==> config.mk <==
export PLATFORM = sky130hd
export DESIGN_NAME = tlut_feed_ctrl_flat
export DESIGN_NICKNAME = d
export VERILOG_FILES = /design/src/rtl/tlut_feed_ctrl_if.sv /design/src/rtl/tlut_feed_ctrl.sv /design/src/flat_wrapper.sv
export SDC_FILE = /design/constraint.sdc
export NUM_CORES = 1
export LEC_CHECK = 0
export CAP_MARGIN = 20
export CORE_ASPECT_RATIO = 1.75
export CORE_MARGIN = 2
export CORE_UTILIZATION = 42
export CTS_BUF_LIST = sky130_fd_sc_hd__clkbuf_16
export CTS_CLUSTER_SIZE = 40
export DETAILED_ROUTE_END_ITERATION = 6
export PLACE_DENSITY = 0.8
export RECOVER_POWER = 100
export SETUP_SLACK_MARGIN = 0.02
export SLEW_MARGIN = 20
export SYNTH_ARGS = -nofsm -noshare
export SYNTH_HDL_FRONTEND = slang
export SYNTH_SLANG_ARGS = --single-unit
==> constraint.sdc <==
create_clock -name clk -period 6.2 [get_ports clk]
set_input_delay 1.24 -clock clk [delete_from_list [all_inputs] [get_ports clk]]
set_output_delay 1.24 -clock clk [all_outputs]
set_load 0.05 [all_outputs]
==> src/rtl/tlut_feed_ctrl_if.sv <==
// tlut_feed_ctrl_if: bundles the upstream job handshake, cell drive and result handshake.
// slave = the sequencer; master = upstream controller, consumer and cell.
interface tlut_feed_ctrl_if #(
  parameter int DIM_A        = 9,
  parameter int DIM_C        = 9,
  parameter int DIM_MULT     = 9,
  parameter int INPUT_WIDTH  = 4,
  parameter int WEIGHT_WIDTH = 4,
  parameter int ACC_WIDTH    = 8
);
  localparam int IB_W = DIM_A * INPUT_WIDTH;
  localparam int WB_W = DIM_C * WEIGHT_WIDTH;
  localparam int PR_W = DIM_MULT * ACC_WIDTH;

  logic            in_valid;
  logic            in_ready;
  logic [IB_W-1:0] in_input_bin;
  logic [WB_W-1:0] in_weight_bin;

  logic            cell_rst_n;
  logic            cell_enable;
  logic [IB_W-1:0] cell_input_bin;
  logic [WB_W-1:0] cell_weight_bin;
  logic [PR_W-1:0] cell_product;

  logic            out_valid;
  logic            out_ready;
  logic [PR_W-1:0] out_product;

  logic            busy;
  logic [15:0]     job_cnt;

  modport slave (
    input  in_valid,
    input  in_input_bin,
    input  in_weight_bin,
    output in_ready,
    output cell_rst_n,
    output cell_enable,
    output cell_input_bin,
    output cell_weight_bin,
    input  cell_product,
    output out_valid,
    input  out_ready,
    output out_product,
    output busy,
    output job_cnt
  );

  modport master (
    output in_valid,
    output in_input_bin,
    output in_weight_bin,
    input  in_ready,
    input  cell_rst_n,
    input  cell_enable,
    input  cell_input_bin,
    input  cell_weight_bin,
    output cell_product,
    input  out_valid,
    output out_ready,
    input  out_product,
    input  busy,
    input  job_cnt
  );
endinterface

==> src/rtl/tlut_feed_ctrl.sv <==
// tlut_feed_ctrl: sequences one simd_cell job: latch operands, clear, enable, settle, capture.
// Ports: clk, rst (async high), bus (slave view of tlut_feed_ctrl_if).
module tlut_feed_ctrl #(
  parameter int DIM_A          = 9,
  parameter int DIM_C          = 9,
  parameter int DIM_MULT       = 9,
  parameter int INPUT_WIDTH    = 4,
  parameter int WEIGHT_WIDTH   = 4,
  parameter int ACC_WIDTH      = 8,
  parameter int COMPUTE_CYCLES = 16,
  parameter int PIPE_LAT       = 2
) (
  input  logic             clk,
  input  logic             rst,
  tlut_feed_ctrl_if.slave  bus
);
  localparam int IB_W = DIM_A * INPUT_WIDTH;
  localparam int WB_W = DIM_C * WEIGHT_WIDTH;
  localparam int PR_W = DIM_MULT * ACC_WIDTH;

  localparam int CNT_MAX =
    (COMPUTE_CYCLES > PIPE_LAT) ? COMPUTE_CYCLES : PIPE_LAT;
  localparam int CNT_W = (CNT_MAX > 1) ? $clog2(CNT_MAX) : 1;

  localparam logic [CNT_W-1:0] RUN_LAST =
    CNT_W'(COMPUTE_CYCLES - 1);
  localparam logic [CNT_W-1:0] SET_LAST =
    CNT_W'(PIPE_LAT - 1);

  typedef enum logic [2:0] {
    IDLE,
    CLEAR,
    RUN,
    SETTLE,
    DONE
  } state_t;

  state_t           state_q;
  state_t           state_n;
  logic [CNT_W-1:0] cnt_q;
  logic [CNT_W-1:0] cnt_n;
  logic [IB_W-1:0]  ib_q;
  logic [WB_W-1:0]  wb_q;
  logic [PR_W-1:0]  prod_q;
  logic [15:0]      job_cnt_q;
  logic             rst_done_q;
  logic             load;
  logic             capture;
  logic             retire;

  always_ff @(posedge clk or posedge rst) begin
    if (rst) begin
      state_q <= IDLE;
      cnt_q   <= '0;
    end else begin
      state_q <= state_n;
      cnt_q   <= cnt_n;
    end
  end

  always_comb begin
    state_n = state_q;
    cnt_n   = cnt_q;
    load    = 1'b0;
    capture = 1'b0;
    retire  = 1'b0;
    unique case (state_q)
      IDLE: begin
        if (bus.in_valid) begin
          load    = 1'b1;
          state_n = CLEAR;
        end
      end
      CLEAR: begin
        cnt_n   = '0;
        state_n = RUN;
      end
      RUN: begin
        if (cnt_q == RUN_LAST) begin
          cnt_n   = '0;
          state_n = SETTLE;
        end else begin
          cnt_n = cnt_q + CNT_W'(1);
        end
      end
      SETTLE: begin
        if (cnt_q == SET_LAST) begin
          cnt_n   = '0;
          capture = 1'b1;
          state_n = DONE;
        end else begin
          cnt_n = cnt_q + CNT_W'(1);
        end
      end
      DONE: begin
        if (bus.out_ready) begin
          retire  = 1'b1;
          state_n = IDLE;
        end
      end
      default: begin
        cnt_n   = '0;
        state_n = IDLE;
      end
    endcase
  end

  // Operands persist until the next acceptance so the cell
  // sees stable inputs through DONE and IDLE as well.
  always_ff @(posedge clk or posedge rst) begin
    if (rst) begin
      ib_q       <= '0;
      wb_q       <= '0;
      prod_q     <= '0;
      job_cnt_q  <= '0;
      rst_done_q <= 1'b0;
    end else begin
      rst_done_q <= 1'b1;
      if (load) begin
        ib_q <= bus.in_input_bin;
        wb_q <= bus.in_weight_bin;
      end
      if (capture) begin
        prod_q <= bus.cell_product;
      end
      if (retire) begin
        job_cnt_q <= job_cnt_q + 16'd1;
      end
    end
  end

  // rst_done_q keeps the cell cleared while rst is high
  // without a combinational path from rst to the output.
  assign bus.cell_rst_n =
    rst_done_q & (state_q != CLEAR);

  assign bus.in_ready        = (state_q == IDLE);
  assign bus.busy            = (state_q != IDLE);
  assign bus.cell_enable     = (state_q == RUN);
  assign bus.out_valid       = (state_q == DONE);
  assign bus.cell_input_bin  = ib_q;
  assign bus.cell_weight_bin = wb_q;
  assign bus.out_product     = prod_q;
  assign bus.job_cnt         = job_cnt_q;
endmodule

==> src/flat_wrapper.sv <==
// flat-port wrapper written by rule: the top's interface ports become plain ports
module tlut_feed_ctrl_flat 
#(
  parameter int DIM_A          = 9,
  parameter int DIM_C          = 9,
  parameter int DIM_MULT       = 9,
  parameter int INPUT_WIDTH    = 4,
  parameter int WEIGHT_WIDTH   = 4,
  parameter int ACC_WIDTH      = 8,
  parameter int COMPUTE_CYCLES = 16,
  parameter int PIPE_LAT       = 2
)
  (clk, rst, bus_in_valid, bus_in_input_bin, bus_in_weight_bin, bus_in_ready, bus_cell_rst_n, bus_cell_enable, bus_cell_input_bin, bus_cell_weight_bin, bus_cell_product, bus_out_valid, bus_out_ready, bus_out_product, bus_busy, bus_job_cnt);
  tlut_feed_ctrl_if #(.DIM_A(DIM_A), .DIM_C(DIM_C), .DIM_MULT(DIM_MULT), .INPUT_WIDTH(INPUT_WIDTH), .WEIGHT_WIDTH(WEIGHT_WIDTH), .ACC_WIDTH(ACC_WIDTH)) bus_i ();
  input  logic clk;
  input  logic rst;
  input wire logic [$bits(bus_i.in_valid)-1:0] bus_in_valid;
  input wire logic [$bits(bus_i.in_input_bin)-1:0] bus_in_input_bin;
  input wire logic [$bits(bus_i.in_weight_bin)-1:0] bus_in_weight_bin;
  output wire logic [$bits(bus_i.in_ready)-1:0] bus_in_ready;
  output wire logic [$bits(bus_i.cell_rst_n)-1:0] bus_cell_rst_n;
  output wire logic [$bits(bus_i.cell_enable)-1:0] bus_cell_enable;
  output wire logic [$bits(bus_i.cell_input_bin)-1:0] bus_cell_input_bin;
  output wire logic [$bits(bus_i.cell_weight_bin)-1:0] bus_cell_weight_bin;
  input wire logic [$bits(bus_i.cell_product)-1:0] bus_cell_product;
  output wire logic [$bits(bus_i.out_valid)-1:0] bus_out_valid;
  input wire logic [$bits(bus_i.out_ready)-1:0] bus_out_ready;
  output wire logic [$bits(bus_i.out_product)-1:0] bus_out_product;
  output wire logic [$bits(bus_i.busy)-1:0] bus_busy;
  output wire logic [$bits(bus_i.job_cnt)-1:0] bus_job_cnt;
  assign bus_i.in_valid = bus_in_valid;
  assign bus_i.in_input_bin = bus_in_input_bin;
  assign bus_i.in_weight_bin = bus_in_weight_bin;
  assign bus_in_ready = bus_i.in_ready;
  assign bus_cell_rst_n = bus_i.cell_rst_n;
  assign bus_cell_enable = bus_i.cell_enable;
  assign bus_cell_input_bin = bus_i.cell_input_bin;
  assign bus_cell_weight_bin = bus_i.cell_weight_bin;
  assign bus_i.cell_product = bus_cell_product;
  assign bus_out_valid = bus_i.out_valid;
  assign bus_i.out_ready = bus_out_ready;
  assign bus_out_product = bus_i.out_product;
  assign bus_busy = bus_i.busy;
  assign bus_job_cnt = bus_i.job_cnt;
  tlut_feed_ctrl #(.DIM_A(DIM_A), .DIM_C(DIM_C), .DIM_MULT(DIM_MULT), .INPUT_WIDTH(INPUT_WIDTH), .WEIGHT_WIDTH(WEIGHT_WIDTH), .ACC_WIDTH(ACC_WIDTH), .COMPUTE_CYCLES(COMPUTE_CYCLES), .PIPE_LAT(PIPE_LAT)) u_core (.clk(clk), .rst(rst), .bus(bus_i));
endmodule
; ---- Word-level counts from Yosys, hierarchy flattened
; Index checks and enable logic that the tools add are counted.
[word_totals]
in_bits = 148
elab_cells = 39
regBits = 168
[classes]
n_reduce_logical = 4
n_eq_ne = 11
add_sub_neg = 2
n_bitwise = 1
n_mux = 14
[op_table]
columns = operator, count
row1 = $add 16x1->16 const B, 1
row2 = $pmux 3 s5, 1
row3 = $mux 3, 4
row4 = $pmux 4 s3, 1
row5 = $mux 4, 2
row6 = $eq 3x2->1 const B, 2
row7 = $mux 1, 6
row8 = $ne 2x1->1 const B, 3
row9 = $add 4x1->4 const B, 1
row10 = $eq 4x1->1 const B, 1
row11 = $eq 4x4->1 const B, 1
row12 = $reduce_and 4->1, 1
row13 = $eq 3x1->1 const B, 1
row14 = $eq 3x3->1 const B, 1
row15 = $logic_not 3->1, 1
row16 = $ne 3x1->1 const B, 1
row17 = $reduce_bool 3->1, 1
row18 = $ne 2x2->1 const B, 1
row19 = $reduce_or 2->1, 1
row20 = $and 1x1->1, 1

; ---- Longest topological paths before layout
[depth]
ltp_word = 3
mapped_depth = 7
depth_no_buf = 6

; ---- Least setup slack after synthesis
; OpenSTA, ideal clock, no wires.
[synth_path]
path_type = reg2out
from = register u_core.state_q[1]
to = output port bus_cell_rst_n
slack_ns = 3.323
t_arrival_ns = 1.637
stages_incl_launch_ff = 4
path_cell_list = dfrtp_1 -> clkbuf_2 -> nor2_1 -> a21boi_0
[synth_between]
elab_chain_len = 2
[synth_lines]
columns = element, line_no
row1 = "start, declared", tlut_feed_ctrl.sv:38  ; state_t state_q;
row2 = "start signal, assigned", tlut_feed_ctrl.sv:56  ; state_q <= state_n;
row3 = $ne 3x1->1, tlut_feed_ctrl.sv:135  ; rst_done_q & (state_q != CLEAR);
row4 = $and 1x1->1, tlut_feed_ctrl.sv:135
row5 = "end, declared", flat_wrapper.sv:21  ; output wire logic [$bits(bus_i.cell_rst_n)-1:0] bus_cell_rst_n;
; Every way passes these cells.

; ---- Final worst setup path
[layout_path]
from = register u_core.cnt_q[1]
to = register u_core.prod_q[19] (netlist: u_core.bus.out_product[19])
[layout_between]
elab_chain_len = 3
[layout_lines]
columns = element, line_no
row1 = "start, declared", tlut_feed_ctrl.sv:40  ; logic [CNT_W-1:0] cnt_q;
row2 = "start signal, assigned", tlut_feed_ctrl.sv:57  ; cnt_q <= cnt_n;
row3 = $eq 4x1->1, tlut_feed_ctrl.sv:87  ; if (cnt_q == SET_LAST) begin
row4 = $mux 1, tlut_feed_ctrl.sv:87
row5 = $mux 1, tlut_feed_ctrl.sv:67  ; unique case (state_q)
row6 = "end signal, assigned", tlut_feed_ctrl.sv:124  ; prod_q <= bus.cell_product;
row7 = "end, declared", tlut_feed_ctrl.sv:44  ; logic [PR_W-1:0] prod_q;
; Every way passes these cells.
; A chain may end at the register's enable or synchronous reset.

==> results.md <==
- Status: finished, violations left
- Violated checks: capacitance limit, slew limit
- Vias per cell: 4.972
- Multi-input logic area: 2167 um2
- Syn_nets: 567
- Reg2reg start: u_core.cnt_q[1]
- Crit path cell chain: inv_1 > ha_1 > nand2b_1 > nor3b_1 > nand2_1 > mux2_1
- Delay-heaviest family, CP: simple AND/OR/NAND/NOR gates
- Post-cts hold buffer count: 0
- # diodes: 0
- Fin Hold WS: 476.8 ps
- Required @ worst endpoint: 6470 ps
- Relative slew slack: -104.3%
- Crit share post-route: 63.42%
- Worst-Skew Late Latency: 410 ps
- # fillers: 1,251
- All-layer global routing usage: 21.00%
- Syn Std Cell Area: 6879 um2
- H-Tree Depth: 4
- Max cap viols: 2
- I/O pins: 313
- Utilization after layout: 64.96%
- R2R setup slack: 2270 ps
- Initial antenna violation count: 1
- First-pass GRT wire length: 28.48 mm
- TritonCTS sink count: 168
- Ys flop type: dfrtp_1
- CTS resizes: 0
- CP Capture Type: flip-flop
- CP Max Fanout: 73
- Clock transition at path regs: 60 ps
- Crit-path slowest cell: nand2_1
- Clk buf depth: 2
- Initial DRC count: 123
- Wirelength per Cell: 19.22 um
- Routed Antenna Nets: 0
- Reg2reg end: u_core.bus.out_product[19]
- Share of cells above drive strength 1: 15.23%
- Setup repair bufs after CTS: 0
- FF+latch area: 4204 um2
- Critical path type: flip-flop to flip-flop
- Vias in the first global route: 5,243
- Initial Utilization: 43.12%
- CTS Buf Count: 17
- Top post-synthesis cells by area: dfrtp_1, mux2_4, mux2_2
- Hold Path Class: flip-flop to flip-flop
- Max Fclk: 254.3 MHz
- Max Slew Vio Count: 192
- Final WL: 17.89 mm
- Die height: 173.3 um
- Post-synth top area share: 61.11%
- Layout area overhead: 50.64%
- Worst setup SP type: flip-flop
- Worst setup path endpoint: u_core.bus.out_product[19]
- Largest net degree at the start of global routing: 118
- Flops & latches, synth: 168
- Die Area: 17,460 um2
- DP Wirelength: 13.42 mm
- Min Tclk post-route: 3932 ps
- RSZ-0062 raised after global routing: no
- GR Overflow Total: 0
- Worst-Margin Slew: 3058 ps
- Tot Pwr: 6.509 mW
- Root Buffer: clkbuf_16
- R2R cell count: 6
- Async SR Flop Fraction: 100.0%
- FP Rows: 61
- Arrival time worst endpoint: 4210 ps
- Syn Area/Cell: 16.54 um2
- Pleak: 4.468 nW
- Core area: 15,950 um2
- Hold Fails Final Rpt: 0
- Worst path bufs/invs: 1
- DR DRC count: 0
- YS warnings: 0
- Die X: 100.7 um
- Distinct cells, synth: 38
- Number of synthesized flops with an enable pin: 0
- Final Net Count: 882
- Setup crit start: u_core.cnt_q[1]
- # port buffers: 312
- CP peak stage delay: 1740 ps
- Synthesized instance count: 416
- GP Congestion: 0.8130
- Vias: 4,629
- Post-synthesis sequential area ratio: 61.11%
- Drt first pass iters: 4
- Finish-stage setup viols: 0
- TritonCTS clock tree: done
- Worst path depth: 6
- PD cells: 628.1 nW/um2
- Top cell type by total area after synthesis: dfrtp_1
- Worst IR Drop VDD: 376.6 uV
- Post-Route Setup TNS: 0 ps
- Fin Clk Skew: 10.41 ps
-- state kept, by name, indices dropped and copies added, names as in the netlist --
name                        count
u_core.cnt_q                    4
u_core.rst_done_q               1
u_core.bus.cell_weight_bin     36
u_core.bus.job_cnt             16
u_core.bus.cell_input_bin      36
u_core.state_q                  3
u_core.bus.out_product         72
-- synth_stat cells, drive strengths merged, types with 2 or more instances --
cell,count
xor2,4
nor2,6
nor4,2
a21boi,2
o22ai,2
buf,16
ha,3
xnor2,12
nand2,14
nand4,7
dfrtp,168
clkbuf,2
inv,6
and2,2
and3,4
mux2,146
nand3,5
o21ai,2
-- worst min-delay path by stage --
stage	from	end	slack [ps]	cells after the start
floorplan	u_core.cnt_q[0]	u_core.cnt_q[0]	500	1
global route	u_core.bus.cell_weight_bin[10]	u_core.bus.cell_weight_bin[10]	490	1
finish	u_core.bus.job_cnt[15]	u_core.bus.job_cnt[15]	480	1
CTS	u_core.bus.job_cnt[15]	u_core.bus.job_cnt[15]	490	1
detailed placement	u_core.bus.job_cnt[15]	u_core.bus.job_cnt[15]	470	1
global placement	u_core.bus.job_cnt[15]	u_core.bus.job_cnt[15]	470	1
-- kinds of logic (layout without fill, tap and decap cells) --
logic type                 count (synthesis)  count (layout)  synth area share (%)
DFF                                      168             168                 61.11
muxes                                    147             147                 27.86
AOI/OAI and AO/OA                          9               9                0.8913
buffers and inverters                     24             350                 3.474
and+or+nand+nor                           48              48                 4.020
other                                      1               1               0.05451
xor gates and xnor gates                  16              16                 2.037
adders and majority gates                  3               3                0.5457
-- cell type report --
cell class,instances,area share (%)
Clock inverter,13,1.630
Timing Repair Buffer,314,30.25
Clock buffer,17,4.105
Inverter,6,0.2536
Sequential cell,168,40.57
Tap cell,189,2.282
Multi-Input combinational cell,224,20.91
-- layer usage --
metal | global-route usage, % | wire (um)
met4 | 7.763 | 587
met3 | 5.927 | 1329
met2 | 38.28 | 9920
met5 | 0 | 12
met1 | 22.47 | 6040
-- through the flow --
step / cell area (um2) / worst slack (ps) / std cells
5_1_grt: 10360 / 1792 / 931
3_3_place_gp: 10050 / 2729 / 901
4_1_cts: 10640 / 2663 / 931
3_5_place_dp: 10050 / 2666 / 901
2_1_floorplan: 6879 / 413.3 / 416
6_report: 10360 / 2268 / 931
-- cell usage in the layout, fill, tap and decap left out, types with 2 or more instances in the layout --
cell type	n
dlygate4sd3_1	168
dfrtp_1	168
clkdlybuf4s50_1	144
mux2_2	75
mux2_1	69
clkbuf_16	17
nand2_1	14
xnor2_1	12
nand4_1	7
nor2_1	6
clkinvlp_4	5
nand3_1	5
inv_6	5
inv_1	4
and3_1	4
xor2_1	4
ha_1	3
bufinv_16	3
mux2_4	2
a21boi_0	2
o21ai_0	2
o22ai_1	2
nor4_1	2
-- power breakdown --
group | internal (mW) | switching, mW
clock network | 0.636 | 0.447
registers | 1.61 | 0.267
logic | 1.19 | 2.36
total | 3.43 | 3.07
Power figures use the tool's default switching activity.
